File: config.mk
export PLATFORM = sky130hd
export DESIGN_NAME = game_digit_timer
export DESIGN_NICKNAME = d
export VERILOG_FILES = /design/src/rtl/game_digit_timer.sv
export SDC_FILE = /design/constraint.sdc
export NUM_CORES = 1
export LEC_CHECK = 0
export ABC_AREA = 1
export BUFFER_PORTS_ARGS = -buffer_cell sky130_fd_sc_hd__buf_4
export CAP_MARGIN = 25
export CORE_MARGIN = 4
export CORE_UTILIZATION = 50
export DETAILED_ROUTE_END_ITERATION = 6
export GPL_ROUTABILITY_DRIVEN = 1
export PLACE_DENSITY = 0.73
export SKIP_LAST_GASP = 1
export SYNTH_ARGS = -nofsm -noshare
export SYNTH_HDL_FRONTEND = slang
export SYNTH_SLANG_ARGS = --single-unit
File: constraint.sdc
create_clock -name clk -period 1.75 [get_ports clk]
set_input_delay 0.35 -clock clk [delete_from_list [all_inputs] [get_ports clk]]
set_output_delay 0.35 -clock clk [all_outputs]
set_load 0.02 [all_outputs]
File: src/rtl/game_digit_timer.sv
// Two-digit BCD countdown timer with a prescaler, a pause that keeps the partial second,
// and a one-cycle registered timeout pulse.
module game_digit_timer #(
   parameter int TICKS_PER_SEC = 50_000_000,
   parameter int PRESCALE_W    = 26
) (
   input  logic       clk,
   input  logic       rst,
   input  logic       Reconfig,
   input  logic [3:0] Config_Tens,
   input  logic [3:0] Config_Ones,
   input  logic       Enable_Timer1,
   input  logic       Reset_The_Game,
   output logic       Time_Out_Pulse,
   output logic [3:0] Tens_Digit,
   output logic [3:0] Ones_Digit,
   output logic       Timer_Active
);

   typedef enum logic [1:0] {IDLE, COUNT, EXPIRED} state_t;

   state_t                state_q, state_d;
   logic [3:0]            tens_q, tens_d, ones_q, ones_d;
   logic [PRESCALE_W-1:0] presc_q, presc_d;
   logic                  pulse_q, pulse_d;
   logic                  active_q, active_d;
   logic                  tick, last, zero;

   function automatic logic [3:0] clamp9(input logic [3:0] d);
      return (d > 4'd9) ? 4'd9 : d;
   endfunction

   assign tick = (presc_q == PRESCALE_W'(TICKS_PER_SEC - 1));
   assign last = (tens_q == 4'd0) && (ones_q == 4'd1);
   assign zero = (tens_q == 4'd0) && (ones_q == 4'd0);

   always_comb begin
      state_d  = state_q;
      tens_d   = tens_q;
      ones_d   = ones_q;
      presc_d  = presc_q;
      pulse_d  = 1'b0;
      active_d = 1'b0;
      if (Reset_The_Game) begin
         state_d = IDLE;
         tens_d  = 4'd0;
         ones_d  = 4'd0;
         presc_d = '0;
      end else if (Reconfig) begin
         state_d = IDLE;
         tens_d  = clamp9(Config_Tens);
         ones_d  = clamp9(Config_Ones);
         presc_d = '0;
      end else begin
         case (state_q)
            IDLE: begin
               if (Enable_Timer1) begin
                  if (zero) begin
                     state_d = EXPIRED;
                     pulse_d = 1'b1;
                  end else begin
                     state_d  = COUNT;
                     presc_d  = presc_q + 1'b1;
                     active_d = 1'b1;
                  end
               end
            end
            COUNT: begin
               if (Enable_Timer1) begin
                  active_d = 1'b1;
                  if (tick) begin
                     presc_d = '0;
                     if (ones_q == 4'd0) begin
                        ones_d = 4'd9;
                        tens_d = tens_q - 4'd1;
                     end else begin
                        ones_d = ones_q - 4'd1;
                     end
                     if (last) begin
                        state_d  = EXPIRED;
                        pulse_d  = 1'b1;
                        active_d = 1'b0;
                     end
                  end else begin
                     presc_d = presc_q + 1'b1;
                  end
               end
            end
            EXPIRED: ;
            default: state_d = IDLE;
         endcase
      end
   end

   always_ff @(posedge clk or negedge rst) begin
      if (!rst) begin
         state_q  <= IDLE;
         tens_q   <= 4'd0;
         ones_q   <= 4'd0;
         presc_q  <= '0;
         pulse_q  <= 1'b0;
         active_q <= 1'b0;
      end else begin
         state_q  <= state_d;
         tens_q   <= tens_d;
         ones_q   <= ones_d;
         presc_q  <= presc_d;
         pulse_q  <= pulse_d;
         active_q <= active_d;
      end
   end

   assign Time_Out_Pulse = pulse_q;
   assign Tens_Digit     = tens_q;
   assign Ones_Digit     = ones_q;
   assign Timer_Active   = active_q;

endmodule

==> insert_results.sql, run 1 <==
INSERT INTO impl_metrics (metric_group, metric, value, unit) VALUES
('critical_path', 'regToRegStartpoint', 'Tens_Digit[0]', ''),
('critical_path', 'critical_path.startpoint', 'Tens_Digit[0]', ''),
('floorplanning', 'dieWidth', '83.1', 'um'),
('global_route', 'grt_pass1_wl', '12.0', 'mm'),
('min_path', 'hold_path_class', 'input port to asynchronous set/reset pin', ''),
('route', 'antenna_viol_nets_final', '0', ''),
('global_route', 'grt_pass1_vias', '2640', ''),
('pwr', 'static-leakage-power', '1.65', 'nW'),
('floorplanning', 'rows', '27', ''),
('sta', 'final_skew', '0.00699', 'ns'),
('yosys', 'ys_seq_elements', '38', ''),
('yosys', 'synth_area', '0.00282', 'mm2'),
('global_route', 'grt_max_degree', '39', ''),
('pwr', 'p_total', '2.66', 'mW'),
('sta', 'setup_violations', '10', ''),
('sta', 'totalNegativeSetupSlack', '-0.145', 'ns'),
('sta', 'finalHoldViolCount', '0', ''),
('clock_network', 'clock_transition_at_the_registers_of_the_reported_paths', '0.08', 'ns'),
('global_route', 'globalRoute.totalOverflow', '0', ''),
('yosys', 'synthCells', '397', ''),
('floorplanning', 'die_area', '0.00690', 'mm2'),
('critical_path', 'reg2reg_to', 'presc_q[9]', ''),
('cells_and_area', 'layout-area-overhead-vs-synth', '30.1', '%'),
('yosys', 'yosys_warnings', '0', ''),
('pwr', 'power.density', '726', 'mW/mm2'),
('critical_path', 'startpoint_type', 'flip-flop', ''),
('critical_path', 'crit_path_max_fanout', '8', ''),
('route', 'drt-pass1-iter-count', '5', ''),
('route', 'via_per_inst', '5.56', ''),
('global_route', 'grt_util_all_layers', '21.0', '%'),
('placed_design', 'post_dp_hpwl', '5.06', 'mm'),
('pwr', 'vdd.ir_drop.worst', '521', 'uV'),
('floorplanning', 'top_level_ports', '23', ''),
('sta', 'tightestPinTransition', '0.505', 'ns'),
('placed_design', 'io_buffer_count', '22', ''),
('yosys', 'mappedNetlistNets', '415', ''),
('run', 'maxCapViolations', '0', ''),
('yosys', 'synth.distinct_cells', '37', ''),
('clock_network', 'clock_tree_from_tritoncts', 'done', ''),
('cells_and_area', 'filler_cell_count', '474', ''),
('clock_network', 'cts_max_path_bufs', '2', ''),
('critical_path', 'required_arrival_time_at_the_worst_endpoint', '1.94', 'ns'),
('floorplanning', 'die-height', '83.1', 'um'),
('sta', 'max_clock_freq', '555', 'MHz'),
('route', 'detailroute.via_count', '2920', ''),
('floorplanning', 'initial_core_util', '51.5', '%'),
('critical_path', 'critical_path_class', 'flip-flop to flip-flop', ''),
('critical_path', 'reg2regPathDepth', '12', ''),
('yosys', 'synth_seq_area_share', '33.8', '%'),
('placed_design', 'gp_congestion', '0.895', ''),
('status', 'status', 'finished with violations', ''),
('critical_path', 'cp_data_arrival_time', '1.99', 'ns'),
('route', 'drt_wl_total', '8.20', 'mm'),
('yosys', 'post_synthesis_area_per_instance', '7.09', 'um2'),
('cells_and_area', 'finish.net_count', '470', ''),
('clock_network', 'clock_sink_count', '38', ''),
('cells_and_area', 'diodes', '0', ''),
('clock_network', 'htree_levels', '2', ''),
('cells_and_area', 'post-route-util', '67.0', '%'),
('global_route', 'grt_antenna_before_repair', '0', ''),
('sta', 'min_period', '1.80', 'ns'),
('route', 'drt_iter0_drc', '272', ''),
('sta', 'worst_hold_slack', '0.0186', 'ns'),
('clock_network', 'cts_made_buffers', '5', ''),
('critical_path', 'worst-r2r-setup-slack', '-0.05', 'ns'),
('sta', 'report.final.slew_viol_count', '0', ''),
('route', 'route.detailed.drc', '0', ''),
('clock_network', 'clk-insertion-delay-late', '0.30', 'ns'),
('route', 'wire_per_inst', '15.6', 'um'),
('cells_and_area', 'final_layout_size_suffix_gt1_share', '33.6', '%'),
('critical_path', 'cp-endpoint', 'presc_q[9]', ''),
('critical_path', 'cp_endpoint_kind', 'flip-flop', ''),
('sta', 'setup_repair_after_global_routing_missed_its_margin', 'yes', ''),
('clock_network', 'cts.root.buffer_cell', 'clkbuf_8', ''),
('status', 'failed_checks', 'negative setup slack', ''),
('sta', 'relSlewSlack', '66.3', '%'),
('sta', 'final.period_utilization', '103', '%'),
('sta', 'post_layout_worst_setup_margin', '-0.0516', 'ns'),
('floorplanning', 'core-area', '0.00547', 'mm2');
[sequential cells by signal, summed over array words and instances (netlist names)]
register	flops
presc_q	26
state_q	2
Ones_Digit	4
Time_Out_Pulse	1
Timer_Active	1
Tens_Digit	4
[cells in the final DEF, fill, tap and decap left out, drive strengths merged, types with 5 or more instances in the layout]
cell,synthesis,routed
o21ai,20,20
nor3,9,9
ha,5,5
buf,9,53
clkbuf,0,11
xor2,5,5
nand4,15,15
dfrtp,38,38
o21bai,5,5
nor2,68,68
nand3,38,38
a21oi,7,7
nand2,119,119
inv,45,46
[worst min path at each step]
stage | start | to | slack (ns)
after floorplan | rst | Ones_Digit[0] | 0.05
after global placement | rst | presc_q[4] | 0.35
after detailed placement | rst | presc_q[4] | 0.36
after CTS | rst | presc_q[1] | 0.04
after global routing | rst | presc_q[12] | 0.06
final | rst | presc_q[22] | 0.02
[cells in the mapped netlist (all sizes together)]
cell    number  area (um2)
nand3       38         225
dfrtp       38         951
nand4       15        93.8
nor2        68         342
a32oi        1        8.76
a21oi        7        35.0
o21ai       20         119
nor3         9        56.3
inv         45         169
a31oi        2        12.5
nor4         2        12.5
a21boi       1        7.51
or2          1        6.26
ha           5        62.6
xor2         5        43.8
nand2      119         477
o211ai       2        15.0
o21bai       5        37.5
nand3b       2        27.5
clkinv       2        12.5
buf          9        96.3
and2         1        6.26
[through the flow]
| stage | setup WS, ns | cells | cell area (um2) |
|---|---|---|---|
| floorplan | 0.0160 | 397 | 2820 |
| global placement | -0.0128 | 502 | 3170 |
| detailed placement | -0.00550 | 502 | 3170 |
| CTS | -0.00128 | 511 | 3290 |
| global route | -0.112 | 525 | 3660 |
| finish | -0.0516 | 525 | 3660 |
[worst max-delay path, cell delays in order (launching register included)]
cell and delay [ns]:
dfrtp_2 0.42, inv_2 0.08, ha_4 0.14, nand2_4 0.05
nor2_4 0.11, nand2_2 0.10, o21ai_4 0.23, nand2_8 0.14
clkbuf_16 0.20, nand2_2 0.05, nand2_1 0.06, nand2_1 0.07
nor2_2 0.04
[layer usage]
| layer | wire length, um | global-route usage [%] |
|---|---|---|
| met3 | 494 | 3.17 |
| met5 | 0 | 0 |
| met4 | 269 | 9.36 |
| met1 | 3410 | 26.2 |
| met2 | 4030 | 35.9 |
[logic make-up (layout without fill, tap and decap cells)]
logic type	count (synthesis)	in the layout	share of synthesized area, %
xor+xnor	5	5	1.55
compound gates	38	38	8.35
fa+ha+maj	5	5	2.22
simple gates	255	255	44.2
flops	38	38	33.8
buf+inv	56	112	9.86
[report_power, final]
group	leakage [nW]	internal (mW)	switching (mW)
Combinational	1.07	0.391	0.482
Sequential	0.514	0.924	0.0571
Clock	0.0585	0.466	0.339
Total	1.65	1.78	0.879
[repair_timing]
action,CTS,global route
pin swaps,1,24
hold buffers,0,0
setup endpoints to repair,7,33
gates cloned,0,6
buffers inserted,1,8
resized for setup,2,48
[cell type report]
type / instances / area (um2) / share of cell area [%]
timing repair buffer: 57 / 551 / 15.0
sequential: 38 / 957 / 26.1
clock inverter: 1 / 30.0 / 0.819
inverter: 47 / 184 / 5.02
clock buffer: 7 / 86.3 / 2.36
tap: 72 / 90.1 / 2.46
multi-input combinational: 303 / 1770 / 48.2
No activity file was read; power rests on OpenSTA's default activity.
==> inputs of run 2 (changes only) <==
clock period = 1.47 ns   (was 1.75 ns; I/O delays follow)
==> run 2 against run 1 <==
  * The flow still finishes with violations (negative setup slack)
  * Hold slack improved by 0.28 ns
  * Highest routed layer unchanged
  * Sequential cell count unchanged
  * Largest cell class unchanged
  * Critical path type unchanged
  * Sequential share of layout area decreased by 4.2 points
  * Sequential power rose by 17%
  * Via count grew 16%
  * Fmax shrank 0.24%
  * First-iteration DRC count rose by 57%
  * Combinational power rose by 66%
  * Count of clock-buffer cells in the layout did not move
==> insert_results.sql, run 2 (same netlist as run 1, synthesis figures left out) <==
INSERT INTO impl_metrics (metric_group, metric, value, unit) VALUES
('min_path', 'hold_path_class', 'input port to flip-flop', ''),
('global_route', 'grt_antenna_before_repair', '0', ''),
('sta', 'min_period', '1.81', 'ns'),
('placed_design', 'gp_congestion', '0.891', ''),
('critical_path', 'critical_path_class', 'flip-flop to flip-flop', ''),
('clock_network', 'cts_max_path_bufs', '2', ''),
('floorplanning', 'dieWidth', '83.1', 'um'),
('global_route', 'grt_pass1_vias', '3231', ''),
('sta', 'finalHoldViolCount', '0', ''),
('global_route', 'grt_util_all_layers', '27.5', '%'),
('pwr', 'power.density', '772', 'mW/mm2'),
('cells_and_area', 'diodes', '0', ''),
('clock_network', 'clock_sink_count', '38', ''),
('run', 'maxCapViolations', '0', ''),
('floorplanning', 'top_level_ports', '23', ''),
('critical_path', 'cp_endpoint_kind', 'flip-flop', ''),
('route', 'detailroute.via_count', '3390', ''),
('floorplanning', 'core-area', '0.00547', 'mm2'),
('min_path', 'whs_path_depth', '3', ''),
('floorplanning', 'die-height', '83.1', 'um'),
('critical_path', 'startpoint_type', 'flip-flop', ''),
('clock_network', 'cts_made_buffers', '5', ''),
('route', 'antenna_viol_nets_final', '0', ''),
('route', 'route.detailed.drc', '0', ''),
('route', 'wire_per_inst', '17.3', 'um'),
('critical_path', 'required_arrival_time_at_the_worst_endpoint', '1.66', 'ns'),
('cells_and_area', 'mostFrequentLayoutCells', 'buf_4 (109), nand2_1 (96), nor2_1 (37)', ''),
('critical_path', 'regToRegStartpoint', 'Tens_Digit[0]', ''),
('global_route', 'grt_max_degree', '39', ''),
('critical_path', 'cp-endpoint', 'presc_q[21]', ''),
('cells_and_area', 'finish.net_count', '541', ''),
('critical_path', 'worst-r2r-setup-slack', '-0.34', 'ns'),
('route', 'drt_wl_total', '10.3', 'mm'),
('floorplanning', 'rows', '27', ''),
('sta', 'setup_repair_after_global_routing_missed_its_margin', 'yes', ''),
('sta', 'max_clock_freq', '554', 'MHz'),
('cells_and_area', 'final_common_cell', 'buf_4', ''),
('cells_and_area', 'largest-register', 'presc_q', ''),
('cells_and_area', 'largest_reg_flops', '26', ''),
('cells_and_area', 'finish.instance_area', '0.00437', 'mm2'),
('placed_design', 'post_dp_hpwl', '5.80', 'mm'),
('floorplanning', 'initial_core_util', '51.5', '%'),
('global_route', 'globalRoute.totalOverflow', '0', ''),
('clock_network', 'cts.root.buffer_cell', 'clkbuf_8', ''),
('sta', 'final_skew', '0.00551', 'ns'),
('sta', 'relSlewSlack', '65.6', '%'),
('sta', 'setup_violations', '38', ''),
('route', 'drt-pass1-iter-count', '7', ''),
('critical_path', 'crit_path_max_fanout', '9', ''),
('clock_network', 'clock_tree_from_tritoncts', 'done', ''),
('critical_path', 'critical_path.startpoint', 'Tens_Digit[0]', ''),
('status', 'status', 'finished with violations', ''),
('route', 'drt_iter0_drc', '427', ''),
('sta', 'final.period_utilization', '123', '%'),
('sta', 'worst_hold_slack', '0.296', 'ns'),
('pwr', 'static-leakage-power', '2.07', 'nW'),
('sta', 'tightestPinTransition', '0.516', 'ns'),
('placed_design', 'detailed_place.area', '0.00367', 'mm2'),
('route', 'via_per_inst', '5.69', ''),
('cells_and_area', 'filler_cell_count', '333', ''),
('global_route', 'grt_pass1_wl', '15.4', 'mm'),
('status', 'failed_checks', 'negative setup slack', ''),
('critical_path', 'reg2regPathDepth', '12', ''),
('clock_network', 'clk-insertion-delay-late', '0.29', 'ns'),
('placed_design', 'io_buffer_count', '22', ''),
('floorplanning', 'die_area', '0.00690', 'mm2'),
('sta', 'report.final.slew_viol_count', '0', ''),
('critical_path', 'cp_data_arrival_time', '2.00', 'ns'),
('cells_and_area', 'final_layout_size_suffix_gt1_share', '46.4', '%'),
('clock_network', 'clock_transition_at_the_registers_of_the_reported_paths', '0.08', 'ns'),
('sta', 'post_layout_worst_setup_margin', '-0.336', 'ns'),
('pwr', 'vdd.ir_drop.worst', '603', 'uV'),
('critical_path', 'reg2reg_to', 'presc_q[21]', ''),
('pwr', 'p_total', '3.37', 'mW'),
('clock_network', 'htree_levels', '2', ''),
('cells_and_area', 'layout-area-overhead-vs-synth', '55.2', '%');
[run 2: cell types whose count changed in the layout (fill, tap and decap cells not counted), moves of 5 or more]
cell | before | now
buf_4 | 46 | 109
nand3_1 | 28 | 21
buf_6 | 4 | 9
nand2_1 | 101 | 96
nand2_4 | 3 | 8
nand3_2 | 9 | 14
[run 2: final cells by class]
class | instances | area [um2] | area share (%)
Timing Repair Buffer | 128 | 1130 | 25.9
Sequential cell | 38 | 956 | 21.9
Clock inverter | 1 | 5.00 | 0.115
Tap cell | 72 | 90.1 | 2.06
Multi-Input combinational cell | 303 | 1910 | 43.6
Clock buffer | 7 | 86.3 | 1.98
Inverter | 47 | 195 | 4.47
[run 2: how the worst min path moves through the flow]
stage / startpoint / end / slack, ns
floorplan: rst / Ones_Digit[0] / -0.002
global placement: rst / presc_q[11] / 0.30
detailed placement: rst / presc_q[8] / 0.30
CTS: Config_Tens[1] / Tens_Digit[1] / 0.30
global route: Config_Tens[1] / Tens_Digit[1] / 0.33
finish: Config_Tens[1] / Tens_Digit[1] / 0.30
[run 2: where the power goes]
group	switching [mW]	internal (mW)
Combinational	0.754	0.698
Clock	0.392	0.379
Sequential	0.0484	1.10
Total	1.19	2.18
[run 2: repair_timing]
item | CTS | global route
hold buffers | 1 | 0
buffers inserted | 15 | 9
endpoints found under the hold margin | 38 | 0
pin swaps | 20 | 24
setup endpoints to repair | 38 | 38
gates resized for setup | 38 | 36
gates cloned | 2 | 5
[run 2: worst max-delay path: stages, from the launching register on]
cell       delay, ns
dfrtp_2         0.42
inv_2           0.08
ha_4            0.15
nand2_4         0.05
nor2_4          0.12
nand2_4         0.07
o21ai_4         0.20
nand2_8         0.16
clkbuf_16       0.20
nand3_2         0.06
nand2_1         0.05
nand2_1         0.09
nor2_2          0.04
[run 2: metal layers]
layer / up-vias / global-route usage, % / wire [um]
li1: 1537 / - / -
met1: 1585 / 33.2 / 3810
met2: 207 / 49.4 / 5150
met3: 61 / 4.37 / 758
met4: 0 / 9.36 / 573
met5: - / 0 / 0
[run 2: metrics by stage]
stage                     instances  util, %  setup WS [ns]  TNS [ns]
after global routing            596     79.9         -0.419    -12.64
after CTS                       583     74.7         -0.223     -5.91
after floorplan                 397        -         -0.211     -4.71
after global placement          558     67.1         -0.159     -3.30
after detailed placement        558     67.1         -0.234     -5.83
final                           596     79.9         -0.336     -9.66
